**config.mk**
```make
export PLATFORM = sky130hd
export DESIGN_NAME = addr_dly_tap_ctrl_flat
export DESIGN_NICKNAME = d
export VERILOG_FILES = /design/src/rtl/addr_dly_tap_ctrl_if.sv /design/src/rtl/addr_dly_tap_ctrl.sv /design/src/flat_wrapper.sv
export SDC_FILE = /design/constraint.sdc
export NUM_CORES = 1
export LEC_CHECK = 0
export BUFFER_PORTS_ARGS = -buffer_cell sky130_fd_sc_hd__buf_2
export CAP_MARGIN = 30
export CORE_UTILIZATION = 25
export CTS_BUF_LIST = sky130_fd_sc_hd__clkbuf_8
export DETAILED_ROUTE_END_ITERATION = 7
export GPL_ROUTABILITY_DRIVEN = 0
export HOLD_SLACK_MARGIN = 0.02
export RECOVER_POWER = 50
export SYNTH_ARGS = -nofsm -noshare
export SYNTH_HDL_FRONTEND = slang
export SYNTH_SLANG_ARGS = --single-unit
```
**constraint.sdc**
```tcl
create_clock -name FAB_CLK -period 4.44 [get_ports FAB_CLK]
set_clock_uncertainty 0.15 [all_clocks]
set_input_delay 0.666 -clock FAB_CLK [delete_from_list [all_inputs] [get_ports FAB_CLK]]
set_output_delay 0.666 -clock FAB_CLK [all_outputs]
set_load 0.05 [all_outputs]
```
**src/rtl/addr_dly_tap_ctrl_if.sv**
```systemverilog
// Signal bundle between the training sequencer / IOD lane and the address
// delay-tap controller. The master side is the environment, the slave side is the controller.
interface addr_dly_tap_ctrl_if #(
    parameter int TAP_W = 8
);
    logic             train_start;
    logic             step_req;
    logic             step_dir;
    logic             busy;
    logic             done;
    logic             train_err;
    logic             step_err;
    logic [TAP_W-1:0] tap_cnt;
    logic [TAP_W-1:0] win_lo;
    logic [TAP_W-1:0] win_hi;
    logic             EYE_MONITOR_EARLY_0;
    logic             EYE_MONITOR_LATE_0;
    logic             DELAY_LINE_OUT_OF_RANGE_0;
    logic             DELAY_LINE_MOVE_0;
    logic             DELAY_LINE_DIRECTION_0;
    logic             DELAY_LINE_LOAD_0;
    logic             EYE_MONITOR_CLEAR_FLAGS_0;

    modport master (
        output train_start, step_req, step_dir,
        output EYE_MONITOR_EARLY_0, EYE_MONITOR_LATE_0, DELAY_LINE_OUT_OF_RANGE_0,
        input  busy, done, train_err, step_err, tap_cnt, win_lo, win_hi,
        input  DELAY_LINE_MOVE_0, DELAY_LINE_DIRECTION_0, DELAY_LINE_LOAD_0,
        input  EYE_MONITOR_CLEAR_FLAGS_0
    );

    modport slave (
        input  train_start, step_req, step_dir,
        input  EYE_MONITOR_EARLY_0, EYE_MONITOR_LATE_0, DELAY_LINE_OUT_OF_RANGE_0,
        output busy, done, train_err, step_err, tap_cnt, win_lo, win_hi,
        output DELAY_LINE_MOVE_0, DELAY_LINE_DIRECTION_0, DELAY_LINE_LOAD_0,
        output EYE_MONITOR_CLEAR_FLAGS_0
    );
endinterface

```
**src/rtl/addr_dly_tap_ctrl.sv**
```systemverilog
// Per-lane DDR4 address/command delay-line controller: manual single-tap steps
// and an auto-centre sweep that parks the delay at the middle of the first clean eye window.
module addr_dly_tap_ctrl #(
    parameter int TAP_W      = 8,
    parameter int INIT_TAP   = 1,
    parameter int MAX_TAP    = 127,
    parameter int SETTLE_CYC = 8,
    parameter int SAMPLE_CYC = 16,
    parameter int MOVE_GAP   = 4
) (
    input  logic               FAB_CLK,
    input  logic               ARST_N,
    addr_dly_tap_ctrl_if.slave bus
);
    typedef enum logic [3:0] {
        S_IDLE   = 4'd0,
        S_LOAD   = 4'd1,
        S_GAP    = 4'd2,
        S_CLR    = 4'd3,
        S_SETTLE = 4'd4,
        S_SAMPLE = 4'd5,
        S_STEP   = 4'd6,
        S_CENTER = 4'd7,
        S_FINISH = 4'd8
    } state_t;

    localparam logic [TAP_W-1:0] TAP_ONE  = TAP_W'(1);
    localparam logic [TAP_W-1:0] TAP_INIT = TAP_W'(INIT_TAP);
    localparam logic [TAP_W-1:0] TAP_MAX  = TAP_W'(MAX_TAP);
    localparam logic [15:0]      GAP_END  = 16'(MOVE_GAP - 1);
    localparam logic [15:0]      SET_END  = 16'(SETTLE_CYC - 1);
    localparam logic [15:0]      SMP_END  = 16'(SAMPLE_CYC - 1);

    state_t           state_r;
    state_t           ret_r;
    logic [15:0]      cnt_r;
    logic             bad_r;
    logic             found_r;
    logic             moved_r;
    logic             dir_r;

    logic [TAP_W:0]   sum_s;
    logic [TAP_W-1:0] target_s;
    logic             bad_now_s;
    logic             tap_max_s;
    logic             tap_min_s;

    // Centre target (one extra bit so the sum cannot wrap) and per-cycle eye/boundary flags.
    always_comb begin
        sum_s     = {1'b0, bus.win_lo} + {1'b0, bus.win_hi};
        target_s  = TAP_W'(sum_s >> 1);
        bad_now_s = bad_r | bus.EYE_MONITOR_EARLY_0 | bus.EYE_MONITOR_LATE_0;
        tap_max_s = (bus.tap_cnt == TAP_MAX);
        tap_min_s = (bus.tap_cnt == {TAP_W{1'b0}});
    end

    // Controller FSM; every IOD-facing pulse is raised on entry into the state that owns it.
    always_ff @(posedge FAB_CLK or negedge ARST_N) begin
        if (!ARST_N) begin
            state_r                       <= S_IDLE;
            ret_r                         <= S_IDLE;
            cnt_r                         <= 16'd0;
            bad_r                         <= 1'b0;
            found_r                       <= 1'b0;
            moved_r                       <= 1'b0;
            dir_r                         <= 1'b0;
            bus.busy                      <= 1'b0;
            bus.done                      <= 1'b0;
            bus.train_err                 <= 1'b0;
            bus.step_err                  <= 1'b0;
            bus.tap_cnt                   <= TAP_INIT;
            bus.win_lo                    <= {TAP_W{1'b0}};
            bus.win_hi                    <= {TAP_W{1'b0}};
            bus.DELAY_LINE_MOVE_0         <= 1'b0;
            bus.DELAY_LINE_DIRECTION_0    <= 1'b0;
            bus.DELAY_LINE_LOAD_0         <= 1'b0;
            bus.EYE_MONITOR_CLEAR_FLAGS_0 <= 1'b0;
        end else begin
            bus.DELAY_LINE_MOVE_0         <= 1'b0;
            bus.DELAY_LINE_LOAD_0         <= 1'b0;
            bus.EYE_MONITOR_CLEAR_FLAGS_0 <= 1'b0;
            bus.done                      <= 1'b0;
            bus.step_err                  <= 1'b0;
            case (state_r)
                S_IDLE: begin
                    if (bus.train_start) begin
                        state_r               <= S_LOAD;
                        ret_r                 <= S_CLR;
                        bus.busy              <= 1'b1;
                        bus.train_err         <= 1'b0;
                        bus.win_lo            <= {TAP_W{1'b0}};
                        bus.win_hi            <= {TAP_W{1'b0}};
                        found_r               <= 1'b0;
                        bus.DELAY_LINE_LOAD_0 <= 1'b1;
                        bus.tap_cnt           <= TAP_INIT;
                    end else if (bus.step_req) begin
                        state_r  <= S_STEP;
                        bus.busy <= 1'b1;
                        dir_r    <= bus.step_dir;
                    end else begin
                        state_r <= S_IDLE;
                    end
                end
                S_LOAD: begin
                    cnt_r   <= 16'd0;
                    moved_r <= 1'b0;
                    state_r <= S_GAP;
                end
                S_GAP: begin
                    if (cnt_r == GAP_END) begin
                        cnt_r   <= 16'd0;
                        moved_r <= 1'b0;
                        if (moved_r && bus.DELAY_LINE_OUT_OF_RANGE_0) begin
                            // The line refused the move, so the tracked tap steps back.
                            bus.tap_cnt <= bus.DELAY_LINE_DIRECTION_0 ? (bus.tap_cnt - TAP_ONE)
                                                                      : (bus.tap_cnt + TAP_ONE);
                            case (ret_r)
                                S_CLR: begin
                                    state_r <= S_CENTER;
                                end
                                S_FINISH: begin
                                    state_r      <= S_FINISH;
                                    bus.step_err <= 1'b1;
                                    bus.done     <= 1'b1;
                                end
                                default: begin
                                    state_r  <= S_FINISH;
                                    bus.done <= 1'b1;
                                end
                            endcase
                        end else begin
                            state_r                       <= ret_r;
                            bus.EYE_MONITOR_CLEAR_FLAGS_0 <= (ret_r == S_CLR);
                            bus.done                      <= (ret_r == S_FINISH);
                        end
                    end else begin
                        cnt_r <= cnt_r + 16'd1;
                    end
                end
                S_CLR: begin
                    cnt_r   <= 16'd0;
                    state_r <= S_SETTLE;
                end
                S_SETTLE: begin
                    if (cnt_r == SET_END) begin
                        cnt_r   <= 16'd0;
                        bad_r   <= 1'b0;
                        state_r <= S_SAMPLE;
                    end else begin
                        cnt_r <= cnt_r + 16'd1;
                    end
                end
                S_SAMPLE: begin
                    if (cnt_r == SMP_END) begin
                        cnt_r <= 16'd0;
                        bad_r <= 1'b0;
                        if (!bad_now_s) begin
                            if (!found_r) begin
                                found_r    <= 1'b1;
                                bus.win_lo <= bus.tap_cnt;
                            end else begin
                                found_r <= 1'b1;
                            end
                            bus.win_hi <= bus.tap_cnt;
                        end else begin
                            found_r <= found_r;
                        end
                        if ((bad_now_s && found_r) || tap_max_s) begin
                            state_r <= S_CENTER;
                        end else begin
                            bus.DELAY_LINE_MOVE_0      <= 1'b1;
                            bus.DELAY_LINE_DIRECTION_0 <= 1'b1;
                            bus.tap_cnt                <= bus.tap_cnt + TAP_ONE;
                            ret_r                      <= S_CLR;
                            moved_r                    <= 1'b1;
                            state_r                    <= S_GAP;
                        end
                    end else begin
                        bad_r <= bad_now_s;
                        cnt_r <= cnt_r + 16'd1;
                    end
                end
                S_CENTER: begin
                    if (!found_r) begin
                        bus.train_err         <= 1'b1;
                        bus.DELAY_LINE_LOAD_0 <= 1'b1;
                        bus.tap_cnt           <= TAP_INIT;
                        ret_r                 <= S_FINISH;
                        state_r               <= S_LOAD;
                    end else if (bus.tap_cnt == target_s) begin
                        bus.done <= 1'b1;
                        state_r  <= S_FINISH;
                    end else begin
                        bus.DELAY_LINE_MOVE_0      <= 1'b1;
                        bus.DELAY_LINE_DIRECTION_0 <= 1'b0;
                        bus.tap_cnt                <= bus.tap_cnt - TAP_ONE;
                        ret_r                      <= S_CENTER;
                        moved_r                    <= 1'b1;
                        cnt_r                      <= 16'd0;
                        state_r                    <= S_GAP;
                    end
                end
                S_STEP: begin
                    if ((dir_r && tap_max_s) || (!dir_r && tap_min_s)) begin
                        bus.step_err <= 1'b1;
                        bus.done     <= 1'b1;
                        state_r      <= S_FINISH;
                    end else begin
                        bus.DELAY_LINE_MOVE_0      <= 1'b1;
                        bus.DELAY_LINE_DIRECTION_0 <= dir_r;
                        bus.tap_cnt                <= dir_r ? (bus.tap_cnt + TAP_ONE)
                                                            : (bus.tap_cnt - TAP_ONE);
                        ret_r                      <= S_FINISH;
                        moved_r                    <= 1'b1;
                        cnt_r                      <= 16'd0;
                        state_r                    <= S_GAP;
                    end
                end
                S_FINISH: begin
                    bus.busy <= 1'b0;
                    state_r  <= S_IDLE;
                end
                default: begin
                    bus.busy <= 1'b0;
                    state_r  <= S_IDLE;
                end
            endcase
        end
    end
endmodule

```
**src/flat_wrapper.sv**
```systemverilog
// flat-port wrapper written by rule: the top's interface ports become plain ports
module addr_dly_tap_ctrl_flat 
#(
    parameter int TAP_W      = 8,
    parameter int INIT_TAP   = 1,
    parameter int MAX_TAP    = 127,
    parameter int SETTLE_CYC = 8,
    parameter int SAMPLE_CYC = 16,
    parameter int MOVE_GAP   = 4
)
  (FAB_CLK, ARST_N, bus_train_start, bus_step_req, bus_step_dir, bus_EYE_MONITOR_EARLY_0, bus_EYE_MONITOR_LATE_0, bus_DELAY_LINE_OUT_OF_RANGE_0, bus_busy, bus_done, bus_train_err, bus_step_err, bus_tap_cnt, bus_win_lo, bus_win_hi, bus_DELAY_LINE_MOVE_0, bus_DELAY_LINE_DIRECTION_0, bus_DELAY_LINE_LOAD_0, bus_EYE_MONITOR_CLEAR_FLAGS_0);
  addr_dly_tap_ctrl_if #(.TAP_W(TAP_W)) bus_i ();
  input  logic FAB_CLK;
  input  logic ARST_N;
  input wire logic [$bits(bus_i.train_start)-1:0] bus_train_start;
  input wire logic [$bits(bus_i.step_req)-1:0] bus_step_req;
  input wire logic [$bits(bus_i.step_dir)-1:0] bus_step_dir;
  input wire logic [$bits(bus_i.EYE_MONITOR_EARLY_0)-1:0] bus_EYE_MONITOR_EARLY_0;
  input wire logic [$bits(bus_i.EYE_MONITOR_LATE_0)-1:0] bus_EYE_MONITOR_LATE_0;
  input wire logic [$bits(bus_i.DELAY_LINE_OUT_OF_RANGE_0)-1:0] bus_DELAY_LINE_OUT_OF_RANGE_0;
  output wire logic [$bits(bus_i.busy)-1:0] bus_busy;
  output wire logic [$bits(bus_i.done)-1:0] bus_done;
  output wire logic [$bits(bus_i.train_err)-1:0] bus_train_err;
  output wire logic [$bits(bus_i.step_err)-1:0] bus_step_err;
  output wire logic [$bits(bus_i.tap_cnt)-1:0] bus_tap_cnt;
  output wire logic [$bits(bus_i.win_lo)-1:0] bus_win_lo;
  output wire logic [$bits(bus_i.win_hi)-1:0] bus_win_hi;
  output wire logic [$bits(bus_i.DELAY_LINE_MOVE_0)-1:0] bus_DELAY_LINE_MOVE_0;
  output wire logic [$bits(bus_i.DELAY_LINE_DIRECTION_0)-1:0] bus_DELAY_LINE_DIRECTION_0;
  output wire logic [$bits(bus_i.DELAY_LINE_LOAD_0)-1:0] bus_DELAY_LINE_LOAD_0;
  output wire logic [$bits(bus_i.EYE_MONITOR_CLEAR_FLAGS_0)-1:0] bus_EYE_MONITOR_CLEAR_FLAGS_0;
  assign bus_i.train_start = bus_train_start;
  assign bus_i.step_req = bus_step_req;
  assign bus_i.step_dir = bus_step_dir;
  assign bus_i.EYE_MONITOR_EARLY_0 = bus_EYE_MONITOR_EARLY_0;
  assign bus_i.EYE_MONITOR_LATE_0 = bus_EYE_MONITOR_LATE_0;
  assign bus_i.DELAY_LINE_OUT_OF_RANGE_0 = bus_DELAY_LINE_OUT_OF_RANGE_0;
  assign bus_busy = bus_i.busy;
  assign bus_done = bus_i.done;
  assign bus_train_err = bus_i.train_err;
  assign bus_step_err = bus_i.step_err;
  assign bus_tap_cnt = bus_i.tap_cnt;
  assign bus_win_lo = bus_i.win_lo;
  assign bus_win_hi = bus_i.win_hi;
  assign bus_DELAY_LINE_MOVE_0 = bus_i.DELAY_LINE_MOVE_0;
  assign bus_DELAY_LINE_DIRECTION_0 = bus_i.DELAY_LINE_DIRECTION_0;
  assign bus_DELAY_LINE_LOAD_0 = bus_i.DELAY_LINE_LOAD_0;
  assign bus_EYE_MONITOR_CLEAR_FLAGS_0 = bus_i.EYE_MONITOR_CLEAR_FLAGS_0;
  addr_dly_tap_ctrl #(.TAP_W(TAP_W), .INIT_TAP(INIT_TAP), .MAX_TAP(MAX_TAP), .SETTLE_CYC(SETTLE_CYC), .SAMPLE_CYC(SAMPLE_CYC), .MOVE_GAP(MOVE_GAP)) u_core (.FAB_CLK(FAB_CLK), .ARST_N(ARST_N), .bus(bus_i));
endmodule
```
### After elaboration in Yosys (flattened, before gate mapping)

Cells that the tools add are included.

* output and inout bits: 32
* bits of input ports: 8
* bits in registers: 60

* bitwise gates (word level): 4
* mux-type cells: 91
* equality and inequality tests: 28
* reduce and logical (&&, ||, !) cells: 31
* add/sub/neg operators: 4

Operators by type and width (count)
* $mux 8: 16
* $mux 16: 6
* $pmux 16 s6: 1
* $mux 4: 15
* $pmux 8 s5: 1
* $mux 1: 36
* $pmux 4 s8: 1
* $pmux 8 s2: 2
* $add 16x1->16 const B: 1
* $eq 16x2->1 const B: 1
* $eq 16x3->1 const B: 1
* $eq 16x4->1 const B: 1
* $eq 4x3->1 const B: 4
* $pmux 4 s4: 1
* $ne 2x2->1 const B: 7
* $eq 4x2->1 const B: 3
* $pmux 1 s2: 6
* $reduce_and 6->1: 2
* $ne 2x1->1 const B: 5
* $reduce_bool 5->1: 2
* $add 8x8->9: 1
* $pmux 1 s3: 3
* $reduce_and 3->1: 3
* $add 8x1->8 const B: 1
* 26 further kinds: 38

### Logic depth before layout (Yosys ltp)

* depth after elaboration: 7
* depth in mapped cells: 12

### Least setup slack after synthesis

No wires, ideal clock.

* path type: reg-to-reg
* from: register u_core.bus.win_hi[1]
* to: register u_core.cnt_r[12]
* arrival time: 2927 ps
* stages on the path, launching flop included: 12
* required time: 4180 ps
* path buffers: 1
* library setup time: 110 ps
* clock period less this slack: 3187 ps
* slack: 1253 ps
* cells stage by stage: dfrtp_1 -> inv_1 -> fa_1 -> nand2b_1 -> a21bo_2 -> a32o_1 -> nor4_2 -> a41oi_2 -> o31ai_4 -> buf_6 -> o21ai_0 -> o41ai_1

* longest elaborated chain between the ends: 4

RTL lines
* from (decl): RTL line addr_dly_tap_ctrl_if.sv:35 `output busy, done, train_err, step_err, tap_cnt, win_lo, win_hi,`
* from (signal assigned): RTL line addr_dly_tap_ctrl.sv:73 `bus.win_hi <= {TAP_W{1'b0}};`
* from (signal assigned): RTL line addr_dly_tap_ctrl.sv:92 `bus.win_hi <= {TAP_W{1'b0}};`
* from (signal assigned): RTL line addr_dly_tap_ctrl.sv:164 `bus.win_hi <= bus.tap_cnt;`
* $add 8x8->9: RTL line addr_dly_tap_ctrl.sv:50 `sum_s = {1'b0, bus.win_lo} + {1'b0, bus.win_hi};`
* $eq 8x8->1: RTL line addr_dly_tap_ctrl.sv:190 `end else if (bus.tap_cnt == target_s) begin`
* $ne 2x2->1 (no line)
* $reduce_and 4->1 (no line)
* to (signal assigned): RTL line addr_dly_tap_ctrl.sv:137 `cnt_r <= cnt_r + 16'd1;`
* to (signal assigned): RTL line addr_dly_tap_ctrl.sv:150 `cnt_r <= cnt_r + 16'd1;`
* to (signal assigned): RTL line addr_dly_tap_ctrl.sv:180 `cnt_r <= cnt_r + 16'd1;`
* to (decl): RTL line addr_dly_tap_ctrl.sv:36 `logic [15:0] cnt_r;`

Every way passes these cells.
A chain may end at the register's enable or synchronous reset.

### Worst setup path in the final report

* from: register u_core.bus.win_hi[1]
* to: register u_core.cnt_r[6]

Same word-level chain as after synthesis.

==> summary.md <==
| Metric | Value |
|---|---|
| DP Cell Count | `653` |
| Maxcap violations | `0` |
| 1st-iter DRT viols | `246` |
| DR pass1 iterations | `5` |
| Status | `finished, final reports clean` |
| Crit Path Max Fanout | `18` |
| CP Data Required Time | `4550 ps` |
| PortBufs | `39` |
| Seq/Total Area, Yosys | `about two fifths` |
| Hold-fix buffers at CTS | `0` |
| CTS buffer count | `9` |
| Initial antenna violation count | `0` |
| Worst-path clk slew | `~70 ps` |
| Final nets | `499` |
| DRT Wirelength | `a little over 10,000 um` |
| Tcrit/Tclk final | `76.2%` |
| Setup crit end kind | `flop` |
| FILL cells | `1,538` |
| DRC | `0` |
| Initial Utilization | `25.8%` |
| RSZ-0062 raised after global routing | `no` |
| Multi-input logic area | `2090 um2` |
| Peak supply drop | `0.204 mV` |
| Synth cell types | `69` |
| Synth Instances | `450` |
| Post-synthesis mux area share | `1.13%` |
| Top_reg_cell synth | `dfrtp_1` |
| Synth Area in XOR/XNOR | `2.80%` |
| Antenna-violating nets left | `0` |
| Fin Hold WS | `about 300 ps` |
| IO Count | `40` |
| Routed vias | `3,499` |
| DP HPWL | `7300 um` |
| Reg2Reg Setup Slack | `1060 ps` |
| Pleak | `1.78 nW` |
| Final worst slack | `about 1100 ps` |
| Number of synthesized register bits | `just under 60` |
| Ant diodes | `0` |
| Die height | `125 um` |
| H-tree level count | `3` |
| Vias in the first global route | `around 3,400` |
| Most common cell after layout, fill and taps aside | `dfrtp_1` |
| Syn Area/Cell | `roughly 8.4 um2` |
| Slew headroom | `between 30% and 40%` |
| Site row count | `44` |
| Setup TNS | `0 ps` |
| Die W | `125 um` |
| FFs w/ async S/R, synth | `100%` |
| Pwr dens | `667 nW/um2` |
| Post-CTS Setup Bufs | `0` |
| Total track usage | `13.7%` |
| CP Launch Type | `flop` |
| Mapped cell area | `3760 um2` |
| Total die area | `~16,000 um2` |
| Largest family of logic cells by synthesized area | `compound AO/OA/AOI/OAI gates` |
| Commonest non-fill, non-tap cells in the layout | `58 x dfrtp_1, 54 x nand2_1, 54 x o21ai_0, 37 x nor2_1, 26 x inv_1` |
| Place WS | `1110 ps` |
| Area Growth Syn to Fin | `13.7%` |
| Maximum clock frequency | `0.295 GHz` |
| CTS tree | `yes` |
| HP Class | `input port to async pin` |
| Post-Syn Nets | `469` |
| Detail-routed via count per cell | `about 5.2` |
| WS Path Type | `flop to flop` |
| Synth Area in Compound Gates | `about a quarter` |
| WL/cell | `15.2 um` |
| Number of flops mapped to enable cells by yosys | `0` |
| Worst-skew pair later-pin latency | `360 ps` |
| Tot Pwr | `roughly 2.9 mW` |
| First-pass GRT wire length | `about 17,000 um` |
| Worst slew pin tran | `approximately 1000 ps` |
| Sequential cell area | `1480 um2` |
| Area share of the largest cell type after synthesis | `38.6%` |
| Post-Synth Simple-Gate Area | `22.1%` |
| Largest cells by area after synthesis | `dfrtp_1 39%, o21ai_0 7.2%, nand2_1 5.4%, nor2_1 3.7%, ha_1 3.3%` |
| Yosys warns | `0` |
| Clock Sinks | `59` |
| Critical Path AT | `approximately 3500 ps` |
| CTS root buf | `clkbuf_8` |
| Clock Path Buffers | `2` |
| Post-synthesis adder-cell area fraction | `3.86%` |
| Share of cells above drive strength 1 | `a little over a tenth` |
| GRT overflow | `0` |
| Final Max Slew Viols | `0` |
| Pin count of the biggest net entering global routing | `60` |
| CTS resizes | `0` |
| Min Tclk post-route | `3380 ps` |
| Fin. Hold Viols | `0` |
| Leading area contributor after synthesis | `dfrtp_1` |
| Core Area | `14,600 um2` |
| Fin cells | `about 670` |
| Final setup fails | `0` |
-- logic make-up after synthesis --
| group | after synthesis |
|---|---|
| compound gates | 145 |
| xor+xnor | 12 |
| fa+ha+maj | 11 |
| buf+inv | 46 |
| flops | 59 |
| mux | 4 |
| simple gates | 173 |
-- routing by layer --
metal  GRT usage (%)  vias up  wire [um]
met5               0        -          0
met4            5.95        0        152
met3            3.35       19        554
met2            22.2       96       4910
met1            17.3     1690       4520
li1                -     1694          -
-- power by group --
group | switching, mW | internal (mW) | leakage (nW)
Clock | 0.213 | 0.281 | 0.108
Combinational | 0.998 | 0.463 | 0.882
Sequential | 0.233 | 0.664 | 0.787
Total | 1.44 | 1.41 | 1.78
-- critical path, stage by stage (launching register included) --
cell and delay, ps:
dfrtp_1 390, inv_1 90, fa_1 450, nand2b_1 180, a21bo_2 230, a32o_1 230
nor4_2 300, a41oi_2 260, o31ai_4 680, o21ai_0 190, o31ai_1 110
-- per-stage QoR --
step / instance area, um2 / util (%)
floorplan: 3760 / -
global placement: 4100 / 28.1
detailed placement: 4100 / 28.1
CTS: 4290 / 29.4
global route: 4270 / 29.3
finish: 4270 / 29.3
-- synth_stat cells (10+ instances only) --
cell type  instances
nand2_1           54
o21ai_0           54
nor2_1            37
ha_1              10
inv_1             24
dfrtp_1           58
clkbuf_1          14
nor3_1            14
o31ai_1           12
a21oi_1           20
xnor2_1           10
nand3_1           18
-- registers in the layout (all words and copies together) (netlist names) --
name and cells:
u_core.ret_r 3, u_core.dir_r 1, u_core.bus.tap_cnt 8, u_core.moved_r 1, u_core.bus.done 1, u_core.bus.DELAY_LINE_MOVE_0 1, u_core.found_r 1, u_core.bus.step_err 1
u_core.bus.EYE_MONITOR_CLEAR_FLAGS_0 1, u_core.bus.DELAY_LINE_DIRECTION_0 1, u_core.bus.DELAY_LINE_LOAD_0 1, u_core.bad_r 1, u_core.bus.busy 1, u_core.bus.win_hi 8, u_core.state_r 4, u_core.bus.win_lo 8
u_core.cnt_r 16, u_core.bus.train_err 1
-- cell type report --
class | count | area share (%)
Timing Repair Buffer | 41 | 4.48
Sequential cell | 59 | 34.6
Inverter | 24 | 2.11
Tap cell | 184 | 5.39
Multi-Input combinational cell | 345 | 48.9
Clock buffer | 11 | 3.54
Clock inverter | 4 | 0.995
-- worst paths after layout --
kind                                                        from                                to  cells past startpoint
worst max-delay path            u_core.bus.win_hi[1]$_DFFE_PN0P_       u_core.cnt_r[6]$_DFFE_PN0P_                     10
worst min-delay path                                      ARST_N  u_core.bus.win_hi[3]$_DFFE_PN0P_                      2
worst max register to register  u_core.bus.win_hi[1]$_DFFE_PN0P_       u_core.cnt_r[6]$_DFFE_PN0P_                     10
worst min register to register  u_core.bus.train_err$_DFFE_PN0P_  u_core.bus.train_err$_DFFE_PN0P_                      2
max in group asynchronous                                 ARST_N        u_core.moved_r$_DFFE_PN0P_                      2
min in group FAB_CLK            u_core.bus.train_err$_DFFE_PN0P_  u_core.bus.train_err$_DFFE_PN0P_                      2
Power figures use the tool's default switching activity.
